$ cat config.mk
export PLATFORM = sky130hd
export DESIGN_NAME = id_ex_operand_stage
export DESIGN_NICKNAME = d
export VERILOG_FILES = /design/src/rtl/id_ex_operand_stage.sv
export SDC_FILE = /design/constraint.sdc
export NUM_CORES = 1
export LEC_CHECK = 0
export BUFFER_PORTS_ARGS = -buffer_cell sky130_fd_sc_hd__buf_2
export CAP_MARGIN = 30
export CELL_PAD_IN_SITES_DETAIL_PLACEMENT = 1
export CELL_PAD_IN_SITES_GLOBAL_PLACEMENT = 2
export CORE_MARGIN = 3
export CORE_UTILIZATION = 24
export DETAILED_ROUTE_END_ITERATION = 12
export GPL_TIMING_DRIVEN = 0
export PLACE_DENSITY_LB_ADDON = 0.1
export REMOVE_ABC_BUFFERS = 1
export SLEW_MARGIN = 20
export SYNTH_ARGS = -nofsm -noshare
export SYNTH_HDL_FRONTEND = slang
export SYNTH_SLANG_ARGS = --single-unit
$ cat constraint.sdc
create_clock -name clk -period 2.4 [get_ports clk]
set_clock_uncertainty 0.2 [all_clocks]
set_input_delay 0.24 -clock clk [delete_from_list [all_inputs] [get_ports clk]]
set_output_delay 0.24 -clock clk [all_outputs]
set_load 0.01 [all_outputs]
$ cat src/rtl/id_ex_operand_stage.sv
// id_ex_operand_stage: ID/EX pipeline register plus operand delivery (ALU select decode, EX/MEM and MEM/WB forwarding) for MyALU.
// Latency: 1 cycle from ID capture to EX outputs; forwarding muxes are combinational on the stored source indices.
// Backpressure: stall holds the slot but keeps refreshing stored rs/rt data with the forwarded values; flush and rst load a bubble.
// Ports:
//   clk, rst (sync, active-high), stall, flush          - control
//   id_*                                                - decoded instruction from ID
//   exm_reg_write/exm_rd_addr/exm_result               - EX/MEM producer
//   wb_reg_write/wb_rd_addr/wb_data                    - MEM/WB producer
//   ex_valid, operand1, operand2, alu_select,
//   ex_store_data, ex_dest_addr, ex_reg_write,
//   ex_illegal                                          - EX-side outputs
module id_ex_operand_stage #(
  parameter int DATA_W     = 32,
  parameter int REG_ADDR_W = 5,
  parameter int FORWARD_EN = 1
) (
  input  logic                  clk,
  input  logic                  rst,
  input  logic                  stall,
  input  logic                  flush,
  input  logic                  id_valid,
  input  logic [DATA_W-1:0]     id_rs_data,
  input  logic [DATA_W-1:0]     id_rt_data,
  input  logic [DATA_W-1:0]     id_imm,
  input  logic [REG_ADDR_W-1:0] id_rs_addr,
  input  logic [REG_ADDR_W-1:0] id_rt_addr,
  input  logic [REG_ADDR_W-1:0] id_rd_addr,
  input  logic [1:0]            id_alu_op,
  input  logic [5:0]            id_funct,
  input  logic                  id_alu_src,
  input  logic                  id_reg_dst,
  input  logic                  id_reg_write,
  input  logic                  exm_reg_write,
  input  logic [REG_ADDR_W-1:0] exm_rd_addr,
  input  logic [DATA_W-1:0]     exm_result,
  input  logic                  wb_reg_write,
  input  logic [REG_ADDR_W-1:0] wb_rd_addr,
  input  logic [DATA_W-1:0]     wb_data,
  output logic                  ex_valid,
  output logic [DATA_W-1:0]     operand1,
  output logic [DATA_W-1:0]     operand2,
  output logic [3:0]            alu_select,
  output logic [DATA_W-1:0]     ex_store_data,
  output logic [REG_ADDR_W-1:0] ex_dest_addr,
  output logic                  ex_reg_write,
  output logic                  ex_illegal
);

  // Stored ID/EX fields
  logic                  valid_q;
  logic [DATA_W-1:0]     rs_data_q;
  logic [DATA_W-1:0]     rt_data_q;
  logic [DATA_W-1:0]     imm_q;
  logic [REG_ADDR_W-1:0] rs_addr_q;
  logic [REG_ADDR_W-1:0] rt_addr_q;
  logic [REG_ADDR_W-1:0] dest_q;
  logic [3:0]            sel_q;
  logic                  illegal_q;
  logic                  alu_src_q;
  logic                  reg_write_q;

  // Decode of the incoming instruction into the MyALU select code
  logic [3:0] id_sel;
  logic       id_illegal;

  always_comb begin
    id_sel     = 4'b1111;
    id_illegal = 1'b1;
    case (id_alu_op)
      2'b00: begin id_sel = 4'b0010; id_illegal = 1'b0; end
      2'b01: begin id_sel = 4'b0110; id_illegal = 1'b0; end
      2'b10: begin
        case (id_funct)
          6'b100000: begin id_sel = 4'b0010; id_illegal = 1'b0; end
          6'b100010: begin id_sel = 4'b0110; id_illegal = 1'b0; end
          6'b100100: begin id_sel = 4'b0000; id_illegal = 1'b0; end
          6'b100101: begin id_sel = 4'b0001; id_illegal = 1'b0; end
          6'b101010: begin id_sel = 4'b0111; id_illegal = 1'b0; end
          default:   begin id_sel = 4'b1111; id_illegal = 1'b1; end
        endcase
      end
      default: begin id_sel = 4'b1111; id_illegal = 1'b1; end
    endcase
  end

  // Forwarding: the younger EX/MEM producer wins over MEM/WB; r0 is hard-wired zero
  // so it is never a forwarding target.
  logic fwd_en;
  logic rs_exm_hit, rs_wb_hit, rt_exm_hit, rt_wb_hit;
  logic [DATA_W-1:0] fwd_rs, fwd_rt;

  assign fwd_en     = (FORWARD_EN != 0);
  assign rs_exm_hit = fwd_en && exm_reg_write && (exm_rd_addr == rs_addr_q) && (rs_addr_q != '0);
  assign rs_wb_hit  = fwd_en && wb_reg_write  && (wb_rd_addr  == rs_addr_q) && (rs_addr_q != '0);
  assign rt_exm_hit = fwd_en && exm_reg_write && (exm_rd_addr == rt_addr_q) && (rt_addr_q != '0);
  assign rt_wb_hit  = fwd_en && wb_reg_write  && (wb_rd_addr  == rt_addr_q) && (rt_addr_q != '0);

  assign fwd_rs = rs_exm_hit ? exm_result : (rs_wb_hit ? wb_data : rs_data_q);
  assign fwd_rt = rt_exm_hit ? exm_result : (rt_wb_hit ? wb_data : rt_data_q);

  always_ff @(posedge clk) begin
    if (rst || flush) begin
      valid_q     <= 1'b0;
      rs_data_q   <= '0;
      rt_data_q   <= '0;
      imm_q       <= '0;
      rs_addr_q   <= '0;
      rt_addr_q   <= '0;
      dest_q      <= '0;
      sel_q       <= '0;
      illegal_q   <= 1'b0;
      alu_src_q   <= 1'b0;
      reg_write_q <= 1'b0;
    end else if (stall) begin
      // A producer may retire from WB while we wait; latch its value now so the
      // operand is still correct once it is no longer visible on the bypass.
      rs_data_q <= fwd_rs;
      rt_data_q <= fwd_rt;
    end else begin
      valid_q     <= id_valid;
      rs_data_q   <= id_rs_data;
      rt_data_q   <= id_rt_data;
      imm_q       <= id_imm;
      rs_addr_q   <= id_rs_addr;
      rt_addr_q   <= id_rt_addr;
      dest_q      <= id_reg_dst ? id_rd_addr : id_rt_addr;
      sel_q       <= id_sel;
      illegal_q   <= id_illegal;
      alu_src_q   <= id_alu_src;
      reg_write_q <= id_reg_write;
    end
  end

  // Bubbles present all-zero operands and controls to the ALU and later stages.
  assign ex_valid      = valid_q;
  assign operand1      = valid_q ? fwd_rs : '0;
  assign operand2      = valid_q ? (alu_src_q ? imm_q : fwd_rt) : '0;
  assign ex_store_data = valid_q ? fwd_rt : '0;
  assign alu_select    = valid_q ? sel_q : 4'b0000;
  assign ex_illegal    = valid_q & illegal_q;
  assign ex_reg_write  = valid_q & reg_write_q;
  assign ex_dest_addr  = dest_q;

endmodule

Yosys cells after proc, flatten, opt, wreduce, memory -nomap -nowiden
Cells that the tools add are included.
{"block": "op_classes", "n_mux": 16, "n_eq_ne": 11, "n_reduce_logical": 14, "bitwise": 2}
{"op": "two-way mux 32 bit", "count": 10}
{"op": "equality test 6 bit, second input constant", "count": 5}
{"op": "equality test 5 bit", "count": 4}
{"op": "one-hot mux 4 bit (5 select lines)", "count": 1}
{"op": "one-hot mux 4 bit (3 select lines)", "count": 1}
{"op": "nonzero test 5 bit", "count": 2}
{"op": "logical AND 1 bit", "count": 8}
{"op": "two-way mux 5 bit", "count": 1}
{"op": "OR reduction 5 bit", "count": 1}
{"op": "two-way mux 4 bit", "count": 1}
{"op": "bitwise AND 1 bit", "count": 2}
{"op": "equality test 2 x 1 -> 1 bit, second input constant", "count": 1}
{"op": "equality test 2 bit, second input constant", "count": 1}
{"op": "zero test 2 bit", "count": 1}
{"op": "one-hot mux 1 bit (2 select lines)", "count": 1}
{"op": "OR reduction 2 bit", "count": 1}
{"op": "logical OR 1 bit", "count": 1}
{"op": "two-way mux 1 bit", "count": 1}
{"block": "totals", "output_inout_bits": 108, "in_bits": 203, "register_bits": 119}

Logic depth before layout (Yosys ltp)
{"block": "logic_depth", "ltp_word": 7, "depth_mapped": 7, "ltp_nobuf": 5}

Least setup slack after synthesis
No wires, ideal clock.
{"block": "synth_path", "kind": "reg2out", "from": "reg rt_addr_q[4]", "to": "out operand2[22]", "t_arrival_ps": 1758, "slack_ps": 202, "stages_incl_launch_ff": 8, "path_cell_list": "dfxtp_1 -> or4_4 -> o211a_1 -> and2_1 -> buf_6 -> buf_6 -> a32oi_1 -> o21ai_1"}
{"block": "synth_via", "elab_chain_len": 7, "elab_cells_between_ends": 11, "classes_between": "2 x eq/ne; 4 x mux; 5 x reduce/logical"}
{"item": "start, declared", "line_no": "55", "source": "logic [REG_ADDR_W-1:0] rt_addr_q;"}
{"item": "start signal, assigned", "line_no": "125", "source": "rt_addr_q <= id_rt_addr;"}
{"item": "equality test 5 bit", "line_no": "96", "source": "assign rt_wb_hit = fwd_en && wb_reg_write && (wb_rd_addr == rt_addr_q) && (rt_addr_q != '0);"}
{"item": "logical AND 1 bit (2 in a row)", "line_no": "96"}
{"item": "two-way mux 32 bit", "line_no": "99", "source": "assign fwd_rt = rt_exm_hit ? exm_result : (rt_wb_hit ? wb_data : rt_data_q);"}
{"item": "two-way mux 32 bit *", "line_no": "99"}
{"item": "two-way mux 32 bit * (2 in a row)", "line_no": "137", "source": "assign operand2 = valid_q ? (alu_src_q ? imm_q : fwd_rt) : '0;"}
{"item": "end, declared", "line_no": "41", "source": "output logic [DATA_W-1:0] operand2,"}
Every way passes the cells marked *; elsewhere a longest branch is shown, timed or not.

Final worst setup path
{"block": "layout_path", "from": "reg rt_addr_q[4]", "to": "out ex_store_data[28]"}
{"block": "layout_via", "elab_chain_len": 6, "elab_cells_between_ends": 10, "classes_between": "2 x eq/ne; 3 x mux; 5 x reduce/logical"}
{"item": "equality test 5 bit", "line_no": "96"}
{"item": "logical AND 1 bit (2 in a row)", "line_no": "96"}
{"item": "two-way mux 32 bit", "line_no": "99"}
{"item": "two-way mux 32 bit *", "line_no": "99"}
{"item": "two-way mux 32 bit *", "line_no": "138", "source": "assign ex_store_data = valid_q ? fwd_rt : '0;"}
{"item": "end, declared", "line_no": "43", "source": "output logic [DATA_W-1:0] ex_store_data,"}
Marks and branches as above.

==> flow_results.org <==
** Status
- The run finished, with violations left.
- The final reports fail on negative setup slack.

** Cells and area
- Number of diodes added for antenna fixing :: 0
- Top library cells by usage in the layout, fill and taps aside :: 306 x sky130_fd_sc_hd__buf_2, 141 x sky130_fd_sc_hd__dlygate4sd3_1, 109 x sky130_fd_sc_hd__dfxtp_1, 99 x sky130_fd_sc_hd__nand3_1, 76 x sky130_fd_sc_hd__mux2i_1
- Leaving out fill and tap cells, the most frequent cell in the layout is sky130_fd_sc_hd__buf_2.
- Compared with the post-synthesis result, the final layout area differs by 98.9%.
- Final Net Count :: roughly 1500
- The finished layout holds 1693 standard cells, fillers aside.
- Of the cells placed in the final design, the portion with a size suffix greater than 1 is 0.484.

** Setup path
- The number of buffers and inverters on the critical path is 4.
- Data on the critical path arrives at its endpoint at 2.48 ns.
- Path type of the worst setup path :: reg2out
- Most numerous cell on the critical path :: sky130_fd_sc_hd__buf_12
- Critical Path Start Type :: flip-flop
- R2R setup slack :: -0.33 ns
- On the critical path, the stage with the largest delay is an instance of sky130_fd_sc_hd__or4_4.
- Critical-path maximum fanout :: 8
- Endpoint of the worst-slack reg-to-reg timing path :: rs_data_q[25]
- The largest single stage delay on the critical path is between 0.5 and 0.6 ns.
- STA classifies the critical path endpoint as an output pin.
- For the worst setup path, the data required time is roughly 2.0 ns.
- Number of cells on the worst reg-to-reg path :: 10
- Cell family with most CP delay :: simple AND/OR/NAND/NOR gates
- Cells along the critical path :: or4_4 > nand2_4 > a211oi_4 > buf_6 > buf_12 > buf_12 > mux2i_4 > a21oi_2 > buf_2
- The worst register-to-register path begins at rs_addr_q[1].

** STA
- Setup total negative slack on the finished layout was measured at -48.01 ns.
- The number of pins with negative max-slew slack in the final report was 0.
- Of the available clock period, the critical path in the final layout requires 1.22.
- Setup violations remaining at the end of the flow were counted as 153.
- Slew HR :: 0.476
- Based on the critical path, the design can be clocked at up to 342 MHz.
- Post-route setup slack :: -0.522 ns
- Setup repair after global routing could not meet its margin everywhere.
- The final count of hold timing violations came to 0.
- For the pin with the worst max-slew slack, the measured transition is just under 0.8 ns.
- Final min period :: between 2 and 3 ns

** Clocking
- H-Tree Level Count :: 4
- After clock tree synthesis, the clock-pin slew on the worst setup and hold paths is about 0.06 ns.
- CTS saw between 100 and 150 sinks.
- The tree is rooted in a sky130_fd_sc_hd__clkbuf_16.
- The later pin in the worst-skew pair is clocked with a latency of 0.42 ns.
- Max clock buf depth :: 2
- Clock tree synthesis inserted a total of 17 buffers.
- TritonCTS built the clock tree.

** Detailed routing
- Number of detailed-route iterations in the first pass :: 4
- Detailed-route DRC error count :: 0
- Routed wire length :: 40600 um
- Count of vias placed by the detailed router :: 8810
- Dividing the detail-routed via count by the number of cells gives roughly 5.2.
- After detailed routing, the average wire length per cell comes to 24.0 um.
- Once detail routing completed, the nets flagged for antenna violations numbered 0.
- Number of DRC markers in iteration 0 :: 395

** Die
- Horizontal die dimension :: 174 um
- Die Height :: 174 um
- Area of the die :: 0.0303 mm^2
- In this run the core area contains 60 standard-cell rows.
- Starting utilization of the core area :: 0.248
- Pin placement for this block handled 311 I/O pins.
- The total area inside the core boundary comes to 0.0273 mm^2.

** Synthesis
- The netlist uses 38 different library cells.
- Cell area after synthesis :: 0.00678 mm^2
- Ys Warns :: 0
- Of the post-synthesis cell area, the dominant cell type holds 0.351.
- Sequential cell area fraction in the yosys report :: 0.351
- Synthesized area per cell :: 8.38 um^2
- Dominant cell type by area after synthesis :: sky130_fd_sc_hd__dfxtp_1
- Gate Count Post-Synth :: 809
- Number of synthesized register bits :: between 100 and 150
- After synthesis, the cell types taking the most area are sky130_fd_sc_hd__dfxtp_1 35%, sky130_fd_sc_hd__mux2i_1 17%, sky130_fd_sc_hd__o221ai_1 8.3%.

** Power
- For this design the static power due to leakage is 5.40 nW.
- For this design the ratio of total power to cell area is between 400 and 500 mW/mm^2.
- VDD sags by at most 0.323 mV.

** Global routing
- Entering global routing, the biggest net connects 60 pins.
- After global routing the overflow that remains totals 0.
- Total global-route track usage :: 0.248
- Via count of the first global-routing pass :: 9432
- The initial antenna violation count came to 1.
- First-pass GRT wire length :: 58100 um

** Placed design
- Routability-driven placement finished with a final weighted congestion of 0.717.
- Including well taps, the total number of placed cells is 1423.
- IO buf count :: 310
- The wire-length estimate of the detail-placed layout is around 22000 um.

** Worst hold path
- Worst hold stages :: 3
- Endpoint, Worst Hold :: rs_data_q[27]
- In this run the worst hold path is classified as in2reg.
- In this run the most critical hold path is launched from exm_result[27].

** Flow run
- Maxcap violations :: 0
[cell families after synthesis]
kind of cell | synth area share
muxes | 0.168
DFF | 0.351
AOI/OAI and AO/OA | 0.262
and+or+nand+nor | 0.134
buffers and inverters | 0.0614
xor gates and xnor gates | 0.0232
[sequential cells by signal, indices dropped and copies added (netlist names)]
signal        flops
reg_write_q       1
alu_src_q         1
rt_data_q        32
ex_valid          1
rs_data_q        32
imm_q            32
rt_addr_q         5
sel_q             4
ex_dest_addr      5
rs_addr_q         5
illegal_q         1
[stage by stage]
stage / area, um^2 / worst slack [ns] / util / hold WS [ns] / total power, mW
after floorplan: 6370 / -2.64 / - / 0.176 / 2.39
after global placement: 8390 / -6.82 / 0.307 / 0.256 / 2.77
after detailed placement: 8940 / -0.891 / 0.327 / 0.260 / 2.81
after CTS: 12500 / -0.515 / 0.459 / 0.00256 / 5.81
after global routing: 13500 / -0.588 / 0.494 / 0.00633 / 6.08
final: 13500 / -0.522 / 0.494 / 0.0110 / 5.87
[routing by layer]
layer	global-route usage	part of all wire	wire [um]
met1	0.321	0.44	17700
met2	0.422	0.48	19600
met3	0.0555	0.069	2780
met4	0.0543	0.013	540
met5	0	0.00017	7
[worst max path at each step]
stage | start | end | cells past startpoint
6_report | rt_addr_q[4] | ex_store_data[28] | 9
5_1_grt | rs_addr_q[3] | operand1[17] | 9
4_1_cts | rt_addr_q[3] | operand2[1] | 7
3_5_place_dp | rt_addr_q[4] | operand2[16] | 7
3_3_place_gp | rst | rs_data_q[30] | 4
2_1_floorplan | rst | rs_data_q[19] | 3
[timing repair]
item / CTS / global route
buffers inserted: 63 / 17
hold buffers: 141 / 0
setup endpoints to repair: 160 / 160
hold endpoints to repair: 117 / 0
cloned: 15 / 7
gates resized for setup: 171 / 134
pin swaps: 55 / 39
[tightest hold or removal path: cells and delay by family]
family / cells / cell delay, ns
buffers and inverters: 1 / 0.12
and+or+nand+nor: 1 / 0.12
AOI/OAI and AO/OA: 1 / 0.10
[power by group]
part	internal [mW]	switching [mW]	leakage, nW
Sequential	2.04	0.0458	0.976
Combinational	0.557	0.563	4.13
Clock	1.65	1.01	0.287
Total	4.25	1.62	5.40
[Yosys cell counts]
| cell type | count |
|---|---|
| sky130_fd_sc_hd__buf_6 | 4 |
| sky130_fd_sc_hd__o2111ai_2 | 1 |
| sky130_fd_sc_hd__nor3_1 | 1 |
| sky130_fd_sc_hd__and2_1 | 7 |
| sky130_fd_sc_hd__nand3_2 | 2 |
| sky130_fd_sc_hd__clkbuf_1 | 49 |
| sky130_fd_sc_hd__o311ai_0 | 1 |
| sky130_fd_sc_hd__a31oi_1 | 1 |
| sky130_fd_sc_hd__nand2_1 | 10 |
| sky130_fd_sc_hd__o21ai_1 | 30 |
| sky130_fd_sc_hd__buf_1 | 8 |
| sky130_fd_sc_hd__a21oi_1 | 74 |
| sky130_fd_sc_hd__and2_0 | 1 |
| sky130_fd_sc_hd__buf_4 | 2 |
| sky130_fd_sc_hd__dfxtp_1 | 119 |
| sky130_fd_sc_hd__o221ai_1 | 64 |
| sky130_fd_sc_hd__nand3_1 | 100 |
| sky130_fd_sc_hd__o211ai_1 | 2 |
| sky130_fd_sc_hd__xnor2_1 | 10 |
| sky130_fd_sc_hd__or4_4 | 1 |
| sky130_fd_sc_hd__o211a_1 | 1 |
| sky130_fd_sc_hd__xor2_1 | 8 |
| sky130_fd_sc_hd__nor2_1 | 61 |
| sky130_fd_sc_hd__nor4_1 | 2 |
| sky130_fd_sc_hd__or2_2 | 1 |
| sky130_fd_sc_hd__a211oi_1 | 1 |
| sky130_fd_sc_hd__inv_1 | 2 |
| sky130_fd_sc_hd__nand2b_1 | 1 |
| sky130_fd_sc_hd__or4_1 | 1 |
| sky130_fd_sc_hd__mux2i_1 | 114 |
| sky130_fd_sc_hd__nor2b_1 | 1 |
| sky130_fd_sc_hd__a32oi_1 | 31 |
| sky130_fd_sc_hd__o21ai_0 | 66 |
| sky130_fd_sc_hd__nand2_2 | 1 |
| sky130_fd_sc_hd__or3b_2 | 1 |
| sky130_fd_sc_hd__a21o_1 | 1 |
| sky130_fd_sc_hd__a211oi_2 | 2 |
| sky130_fd_sc_hd__buf_2 | 27 |
[final cells by class]
type / instances / area [um^2]
Timing Repair Buffer: 564 / 4780
Sequential cell: 119 / 2410
Clock buffer: 22 / 454
Fill cell: 3134 / 13800
Multi-Input combinational cell: 604 / 5250
Tap cell: 372 / 465
Clock inverter: 10 / 128
Inverter: 2 / 10.0
Power figures use the tool's default switching activity.
